$ cat config.mk
export PLATFORM = sky130hd
export DESIGN_NAME = gpu_rect_loader
export DESIGN_NICKNAME = d
export VERILOG_FILES = /design/src/rtl/gpu_rect_loader_pkg.sv /design/src/rtl/gpu_rect_loader.sv
export SDC_FILE = /design/constraint.sdc
export NUM_CORES = 1
export LEC_CHECK = 0
export ABC_AREA = 1
export CAP_MARGIN = 20
export CORE_ASPECT_RATIO = 0.9
export CORE_UTILIZATION = 45
export DETAILED_ROUTE_END_ITERATION = 12
export DONT_BUFFER_PORTS = 1
export HOLD_SLACK_MARGIN = 0.02
export PLACE_DENSITY = 0.58
export SLEW_MARGIN = 0
export SYNTH_ARGS = -nofsm -noshare
export SYNTH_HDL_FRONTEND = slang
export SYNTH_SLANG_ARGS = --single-unit
$ cat constraint.sdc
create_clock -name clk -period 1.47 [get_ports clk]
set_input_delay 0.147 -clock clk [delete_from_list [all_inputs] [get_ports clk]]
set_output_delay 0.147 -clock clk [all_outputs]
set_load 0.03 [all_outputs]
$ cat src/rtl/gpu_rect_loader_pkg.sv
// Shared constants, field indices and loader state type for the rect loader.
// RECT_COUNT / RECT_COUNT_WIDTH may be overridden by defining the macros of the same name.
`ifndef RECT_COUNT
`define RECT_COUNT 64
`endif
`ifndef RECT_COUNT_WIDTH
`define RECT_COUNT_WIDTH 6
`endif

package gpu_rect_loader_pkg;

  localparam int RECT_COUNT       = `RECT_COUNT;
  localparam int RECT_COUNT_WIDTH = `RECT_COUNT_WIDTH;
  localparam int FIELDS           = 5;

  typedef logic [2:0] field_t;

  localparam field_t FIELD_X     = 3'd0;
  localparam field_t FIELD_Y     = 3'd1;
  localparam field_t FIELD_W     = 3'd2;
  localparam field_t FIELD_H     = 3'd3;
  localparam field_t FIELD_COLOR = 3'd4;

  typedef enum logic [2:0] {
    ST_IDLE,
    ST_COUNT_RD,
    ST_COUNT_LATCH,
    ST_LOAD,
    ST_DRAIN,
    ST_DONE
  } state_t;

  function automatic logic [FIELDS-1:0] field_onehot(input field_t f);
    case (f)
      FIELD_X:     return 5'b00001;
      FIELD_Y:     return 5'b00010;
      FIELD_W:     return 5'b00100;
      FIELD_H:     return 5'b01000;
      FIELD_COLOR: return 5'b10000;
      default:     return '0;
    endcase
  endfunction

endpackage

$ cat src/rtl/gpu_rect_loader.sv
// Frame-start DMA: streams rect descriptors from data memory into the five gpu_mem field banks.
// Optional GPU_LOADER_COUNT_EN: first word is an active-rect count; rects beyond it are zero-filled.
module gpu_rect_loader
  import gpu_rect_loader_pkg::*;
#(
  parameter int                    ADDR_WIDTH = 16,
  parameter int                    DATA_WIDTH = 16,
  parameter logic [ADDR_WIDTH-1:0] BASE_ADDR  = '0
) (
  input  logic                        clk,
  input  logic                        reset,
  input  logic                        start,
  output logic                        mem_rd,
  output logic [ADDR_WIDTH-1:0]       mem_addr,
  input  logic [DATA_WIDTH-1:0]       mem_dout,
  output logic [FIELDS-1:0]           gpu_we,
  output logic [RECT_COUNT_WIDTH-1:0] gpu_addr,
  output logic [DATA_WIDTH-1:0]       gpu_din,
  output logic                        busy,
  output logic                        done
);

  state_t                      state, state_nx;
  logic [RECT_COUNT_WIDTH-1:0] rect_idx;
  field_t                      field_idx;
  logic [ADDR_WIDTH-1:0]       addr_cnt;
  logic                        pipe_vld;
  logic                        pipe_zero;
  logic [RECT_COUNT_WIDTH-1:0] pipe_rect;
  field_t                      pipe_field;
  logic                        last_issue;
  logic                        rect_active;

`ifdef GPU_LOADER_COUNT_EN
  logic [RECT_COUNT_WIDTH:0] n_active;
  assign rect_active = ({1'b0, rect_idx} < n_active);
`else
  assign rect_active = 1'b1;
`endif

  assign last_issue = (rect_idx == RECT_COUNT_WIDTH'(RECT_COUNT - 1)) && (field_idx == FIELD_COLOR);

  always_comb begin
    state_nx = state;
    mem_rd   = 1'b0;
    busy     = 1'b0;
    done     = 1'b0;
    case (state)
      ST_IDLE: begin
        if (start) begin
`ifdef GPU_LOADER_COUNT_EN
          state_nx = ST_COUNT_RD;
`else
          state_nx = ST_LOAD;
`endif
        end
      end
      ST_COUNT_RD: begin
        busy     = 1'b1;
        mem_rd   = 1'b1;
        state_nx = ST_COUNT_LATCH;
      end
      ST_COUNT_LATCH: begin
        busy     = 1'b1;
        state_nx = ST_LOAD;
      end
      ST_LOAD: begin
        busy   = 1'b1;
        mem_rd = rect_active;
        if (last_issue) state_nx = ST_DRAIN;
      end
      ST_DRAIN: begin
        busy     = 1'b1;
        state_nx = ST_DONE;
      end
      ST_DONE: begin
        done     = 1'b1;
        state_nx = ST_IDLE;
      end
      default: state_nx = ST_IDLE;
    endcase
  end

  assign mem_addr = mem_rd ? addr_cnt : '0;

  // Write port is decoded straight off the pipe register so it lines up with mem_dout.
  assign gpu_we   = pipe_vld ? field_onehot(pipe_field) : '0;
  assign gpu_addr = pipe_vld ? pipe_rect : '0;
  assign gpu_din  = (pipe_vld && !pipe_zero) ? mem_dout : '0;

  always_ff @(posedge clk or posedge reset) begin
    if (reset) begin
      state      <= ST_IDLE;
      rect_idx   <= '0;
      field_idx  <= FIELD_X;
      addr_cnt   <= '0;
      pipe_vld   <= 1'b0;
      pipe_zero  <= 1'b0;
      pipe_rect  <= '0;
      pipe_field <= FIELD_X;
`ifdef GPU_LOADER_COUNT_EN
      n_active   <= '0;
`endif
    end else begin
      state      <= state_nx;
      pipe_vld   <= (state == ST_LOAD);
      pipe_zero  <= !rect_active;
      pipe_rect  <= rect_idx;
      pipe_field <= field_idx;
      case (state)
        ST_IDLE: begin
          if (start) begin
            rect_idx  <= '0;
            field_idx <= FIELD_X;
            addr_cnt  <= BASE_ADDR;
          end
        end
        ST_COUNT_RD: addr_cnt <= addr_cnt + 1'b1;
        ST_COUNT_LATCH: begin
`ifdef GPU_LOADER_COUNT_EN
          if (mem_dout > DATA_WIDTH'(RECT_COUNT)) n_active <= (RECT_COUNT_WIDTH + 1)'(RECT_COUNT);
          else                                    n_active <= mem_dout[RECT_COUNT_WIDTH:0];
`endif
        end
        ST_LOAD: begin
          addr_cnt <= addr_cnt + 1'b1;
          if (field_idx == FIELD_COLOR) begin
            field_idx <= FIELD_X;
            rect_idx  <= rect_idx + 1'b1;
          end else begin
            field_idx <= field_idx + 1'b1;
          end
        end
        default: ;
      endcase
    end
  end

endmodule

# Word-level counts from Yosys, hierarchy flattened
# Index checks and enable logic that the tools add are counted.
# word_totals
wordCells	54
ff_bits	38
# op_classes
addsub	3
eq_ne	14
muxes	19
n_reduce_logical	11
# ops
operator	count
two-way mux 16 bit	3
one-hot mux 16 bit (2 select lines)	1
one-hot mux 5 bit (5 select lines)	1
two-way mux 6 bit	3
adder 16 x 1 -> 16 bit (second input constant)	1
one-hot mux 3 bit (5 select lines)	1
equality test 3 x 2 -> 1 bit (second input constant)	4
equality test 3 bit (second input constant)	4
two-way mux 3 bit	4
one-hot mux 6 bit (2 select lines)	1
adder 6 x 1 -> 6 bit (second input constant)	1
equality test 3 x 1 -> 1 bit (second input constant)	2
equality test 6 bit (second input constant)	1
zero test 3 bit	2
!= test 2 bit (second input constant)	3
one-hot mux 3 bit (2 select lines)	1
AND reduction 2 bit	3
two-way mux 5 bit	1
nonzero test 2 bit	2
OR reduction 4 bit	1
adder 3 x 1 -> 3 bit (second input constant)	1
two-way mux 1 bit	3
AND reduction 3 bit	1
OR reduction 2 bit	1
logical AND 1 bit	1

# Depth between registers and ports, before layout
# depth
ltp_word	4
depth_mapped	9
depth_no_buf	9

# Least setup slack after synthesis
# No wires, ideal clock.
# synth_timing
kind	flip-flop to flip-flop
start	reg state[2]
end	reg addr_cnt[9]
n_path_buf	0
t_arrival_ns	1.383
stages_incl_launch_ff	7
setup_slack_ns	-0.034
synth_period_minus_slack_ns	1.504
setup_time_ns	0.121
t_required_ns	1.349
path_cell_list	dfrtp_1 -> nor2_4 -> inv_2 -> nor2_1 -> nand3_1 -> nand2_1 -> a21oi_1
# synth_between
elab_chain_cells	4
# synth_rtl
element	line_no	text
start: declaration	gpu_rect_loader.sv:23	state_t state, state_nx;
start signal: assignment	gpu_rect_loader.sv:105	state <= state_nx;
equality test 3 x 2 -> 1 bit or equality test 3 x 1 -> 1 bit (tied branches)	gpu_rect_loader.sv:110	case (state)
OR reduction 2 bit (no source line)	n/a	
nonzero test 2 bit (no source line)	n/a	
AND reduction 2 bit (no source line)	n/a	
end signal: assignment	gpu_rect_loader.sv:118	ST_COUNT_RD: addr_cnt <= addr_cnt + 1'b1;
end signal: assignment	gpu_rect_loader.sv:126	addr_cnt <= addr_cnt + 1'b1;
end: declaration	gpu_rect_loader.sv:26	logic [ADDR_WIDTH-1:0] addr_cnt;
# Several ways; a longest one is shown, not always the timed one.
# A chain may end at the register's enable or synchronous reset.

# Worst setup path in the final report
# layout_timing
start	reg state[0]
end	out mem_addr[0]
# layout_between
elab_chain_cells	4
# layout_rtl
element	line_no	text
equality test 3 x 2 -> 1 bit or equality test 3 x 1 -> 1 bit (tied branches)	gpu_rect_loader.sv:48	case (state)
OR reduction 2 bit (no source line) *	n/a	
two-way mux 1 bit *	gpu_rect_loader.sv:48	
two-way mux 16 bit *	gpu_rect_loader.sv:84	assign mem_addr = mem_rd ? addr_cnt : '0;
end: declaration	gpu_rect_loader.sv:14	output logic [ADDR_WIDTH-1:0] mem_addr,
# Mark *: on every way between the ends. The rest lies on a longest branch, timed or not.

==> results.py <==
metrics = {
    "drt": {
        "ant_nets": 0,
        "firstDrtPassIters": 4,
        "drt-wirelength-per-cell_um": 11.92,
        "vias": 1991,
        "drt_iter0_drc": 137,
        "viasPerCell": 4.833,
        "drc": 0,
        "wl_mm": 4.910,
    },
    "floorplanning": {
        "die_h_um": 67.86,
        "die_area_sq_um": 5101,
        "rows": 23,
        "ioPinCount": 65,
        "start_util_pct": 47.69,
        "die_w_um": 75.17,
        "fp.coreArea_sq_um": 4547,
    },
    "logic_synthesis": {
        "synth_cells": 310,
        "synthTopCellsByArea": "dfrtp_1 44%, nand2_1 15%, inv_1 9.7%",
        "syn-num-nets": 333,
        "syn_avg_cell_area_sq_um": 6.995,
        "yosysUniqueCellTypes": 27,
        "yosysTopAreaCellShare_pct": 43.85,
        "yosysWarnings": 0,
        "post-synth-top-area-cell": "dfrtp_1",
        "synth_commonest_cells": "86 x nand2_1, 56 x inv_1, 43 x nor2_1, 38 x dfrtp_1, 26 x nand3_1",
        "async_flop_share_pct": 100.0,
        "synth-seq-area-share_pct": 43.85,
        "synth_ff_type": "dfrtp_1",
        "syn_area_sq_um": 2168,
        "synth_edf_count": 0,
        "synth-seq-cells": 38,
        "synth.most_common_cell": "nand2_1",
    },
    "power": {
        "p_sw_share_pct": 47.64,
        "power.density_nw_per_um2": 1890,
        "total_power_w": 0.005226,
        "power_frac_clock_pct": 17.3,
        "seqPwrFrac_pct": 30.7,
        "p_leak_nw": 1.495,
        "p_comb_share_pct": 52.0,
        "p_switching_w": 0.002490,
        "p_int_w": 0.002736,
        "peakVddDrop_mv": 1.172,
    },
    "clock_network": {
        "numCtsBuffers": 5,
        "root_buffer": "clkbuf_8",
        "htreeDepth": 2,
        "clk_path_buf_depth": 2,
        "cts.sinks": 38,
        "cts_tree": "yes",
        "worstSkewPairLatency_ns": 0.30,
        "clk_pin_slew_ns": 0.08,
    },
    "timing": {
        "tns_ns": -0.1740,
        "finClkSkew_ns": 0.006691,
        "setup_slack_ns": -0.02798,
        "finalCritPeriodShare_pct": 101.9,
        "rsz0062_at_grt": "true",
        "relSlewSlack_pct": 67.61,
        "worstMarginPinSlew_ns": 0.4859,
        "final-hold-violation-count": 0,
        "finalCriticalPeriod_ns": 1.498,
        "finalMaxSlewViolations": 0,
        "setup_viol": 12,
        "fmax_mhz": 667.6,
    },
    "global_route": {
        "antenna_found_initial": 0,
        "grt_max_degree": 39,
        "grt_pass1_vias": 1761,
        "gr-total-overflow": 0,
        "grt_pass1_wl_mm": 8.245,
        "grt_util_all_layers_pct": 22.00,
    },
    "placed_design": {
        "place_congestion": 0.8397,
        "hpwlAfterDp_mm": 3.455,
        "dpl.cell_count": 397,
        "io_buffers": 0,
        "pre_cts_slack_ns": 0.07479,
    },
    "worst_setup_path": {
        "end_kind": "primary output",
        "arrival_ns": 1.35,
        "critPathMaxStageDelay_ns": 0.39,
        "crit_chain": "inv_2 > nor2_4 > inv_6 > buf_6 > nor2_2 > buf_6",
        "cp_max_fo": 6,
        "cpMaxStageDelayCell": "dfrtp_1",
        "worst-setup-path-type": "flop to primary output",
        "crit_path_frequent_cell": "buf_6",
        "start_kind": "flop",
        "cp.required_ns": 1.32,
    },
    "layout": {
        "instances_no_fill": 412,
        "nets": 372,
        "multiInputGateArea_sq_um": 1041,
        "fill_cells": 441,
        "utilization_pct": 60.81,
        "drive_above_1_share_pct": 20.86,
        "num_antenna_cells": 0,
        "ff_latch_area_sq_um": 952.2,
        "area_growth_pct": 27.52,
    },
    "run": {
        "drv_cap": 0,
    },
    "hold_path": {
        "hold_class": "input pin to flop",
    },
    "status": {
        "status": "finished, violations left",
        "violations": "negative setup slack",
    },
}
==> placed cells by master, fill, tap and decap left out, types with 2 or more instances in the layout <==
cell type,synthesis,layout
nor3_1,7,7
buf_6,1,17
a21oi_1,10,10
buf_4,1,19
nor2_2,1,7
inv_2,4,4
inv_1,56,55
nand4_1,7,7
ha_1,4,4
dfrtp_1,38,37
nand2_2,2,3
nor2_1,43,28
nand3_1,26,26
clkbuf_8,0,5
o21ai_0,9,9
xor2_1,2,2
nor2_4,1,10
nand2_1,86,85
clkinvlp_4,0,2
==> per-layer routing <==
metal	part of all wire [%]	GRT usage [%]	wire, um
met1	48	31.39	2362
met3	6.1	3.976	301
met5	0	0	0
met2	44	33.11	2178
met4	1.4	9.028	68
==> area by class of cell <==
type                    instances  area share [%]
multi-input cells             206           37.65
repair buffers                 37           12.44
clock inverters                 3           1.629
inverters                      60           8.326
repair inverters                1          0.2262
flip-flops and latches         38           34.43
well taps                      62           2.805
clock buffers                   5           2.489
==> power by group through the flow <==
| stage | combinational, W | clock (W) | sequential [W] |
|---|---|---|---|
| after floorplan | 0.00171 | 0 | 0.00158 |
| after global placement | 0.00225 | 0 | 0.00162 |
| after detailed placement | 0.00227 | 0 | 0.00163 |
| after CTS | 0.00262 | 0.000921 | 0.00161 |
| after global routing | 0.00300 | 0.000966 | 0.00166 |
| final | 0.00272 | 0.000904 | 0.00160 |
==> worst max-delay path, delay by kind of cell, from the launching register on <==
kind,cells,cell delay [ns]
buffers and inverters,4,0.43
and+or+nand+nor,2,0.24
DFF,1,0.39
==> path summary, 6_finish.rpt <==
path,startpoint,to,slack [ns],cells past startpoint
max,state[0]$_DFFE_PP0P_,mem_addr[0],-0.03,6
min,start,state[0]$_DFFE_PP0P_,0.04,2
max reg2reg,state[0]$_DFFE_PP0P_,addr_cnt[9]$_DFFE_PP0P_,0.07,5
min reg2reg,field_idx[1]$_DFFE_PP0P_,pipe_field[1]$_DFF_PP0_,0.41,0
max in group asynchronous,reset,state[2]$_DFFE_PP0P_,0.69,3
min in group asynchronous,reset,pipe_field[1]$_DFF_PP0_,0.41,3
==> per-stage QoR <==
step | hold slack (ns) | area (sq um)
2_1_floorplan | 0.3228 | 2168
3_3_place_gp | 0.1880 | 2442
3_5_place_dp | 0.1902 | 2442
4_1_cts | 0.03402 | 2711
5_1_grt | 0.05236 | 2765
6_report | 0.03664 | 2765
==> flip-flops by register name (all words and copies together), names as in the netlist <==
signal and flops:
rect_idx 6, addr_cnt 16, pipe_rect 6, pipe_vld 1
pipe_field 3, field_idx 3, state 3
==> cells by family after synthesis <==
kind of cell               synth area share [%]
and+or+nand+nor                           34.97
buffers and inverters                     12.06
DFF                                       43.85
adders and majority gates                 2.308
xor gates and xnor gates                  1.212
AOI/OAI and AO/OA                         5.597
==> repair_timing <==
action	in CTS	in global routing
gates cloned	1	0
setup buffers	3	2
hold buffers	1	0
endpoints found under the setup margin	17	30
pin swaps	3	1
endpoints found under the hold margin	38	0
gates resized for setup	36	11
(Power assumes the default switching activity.)
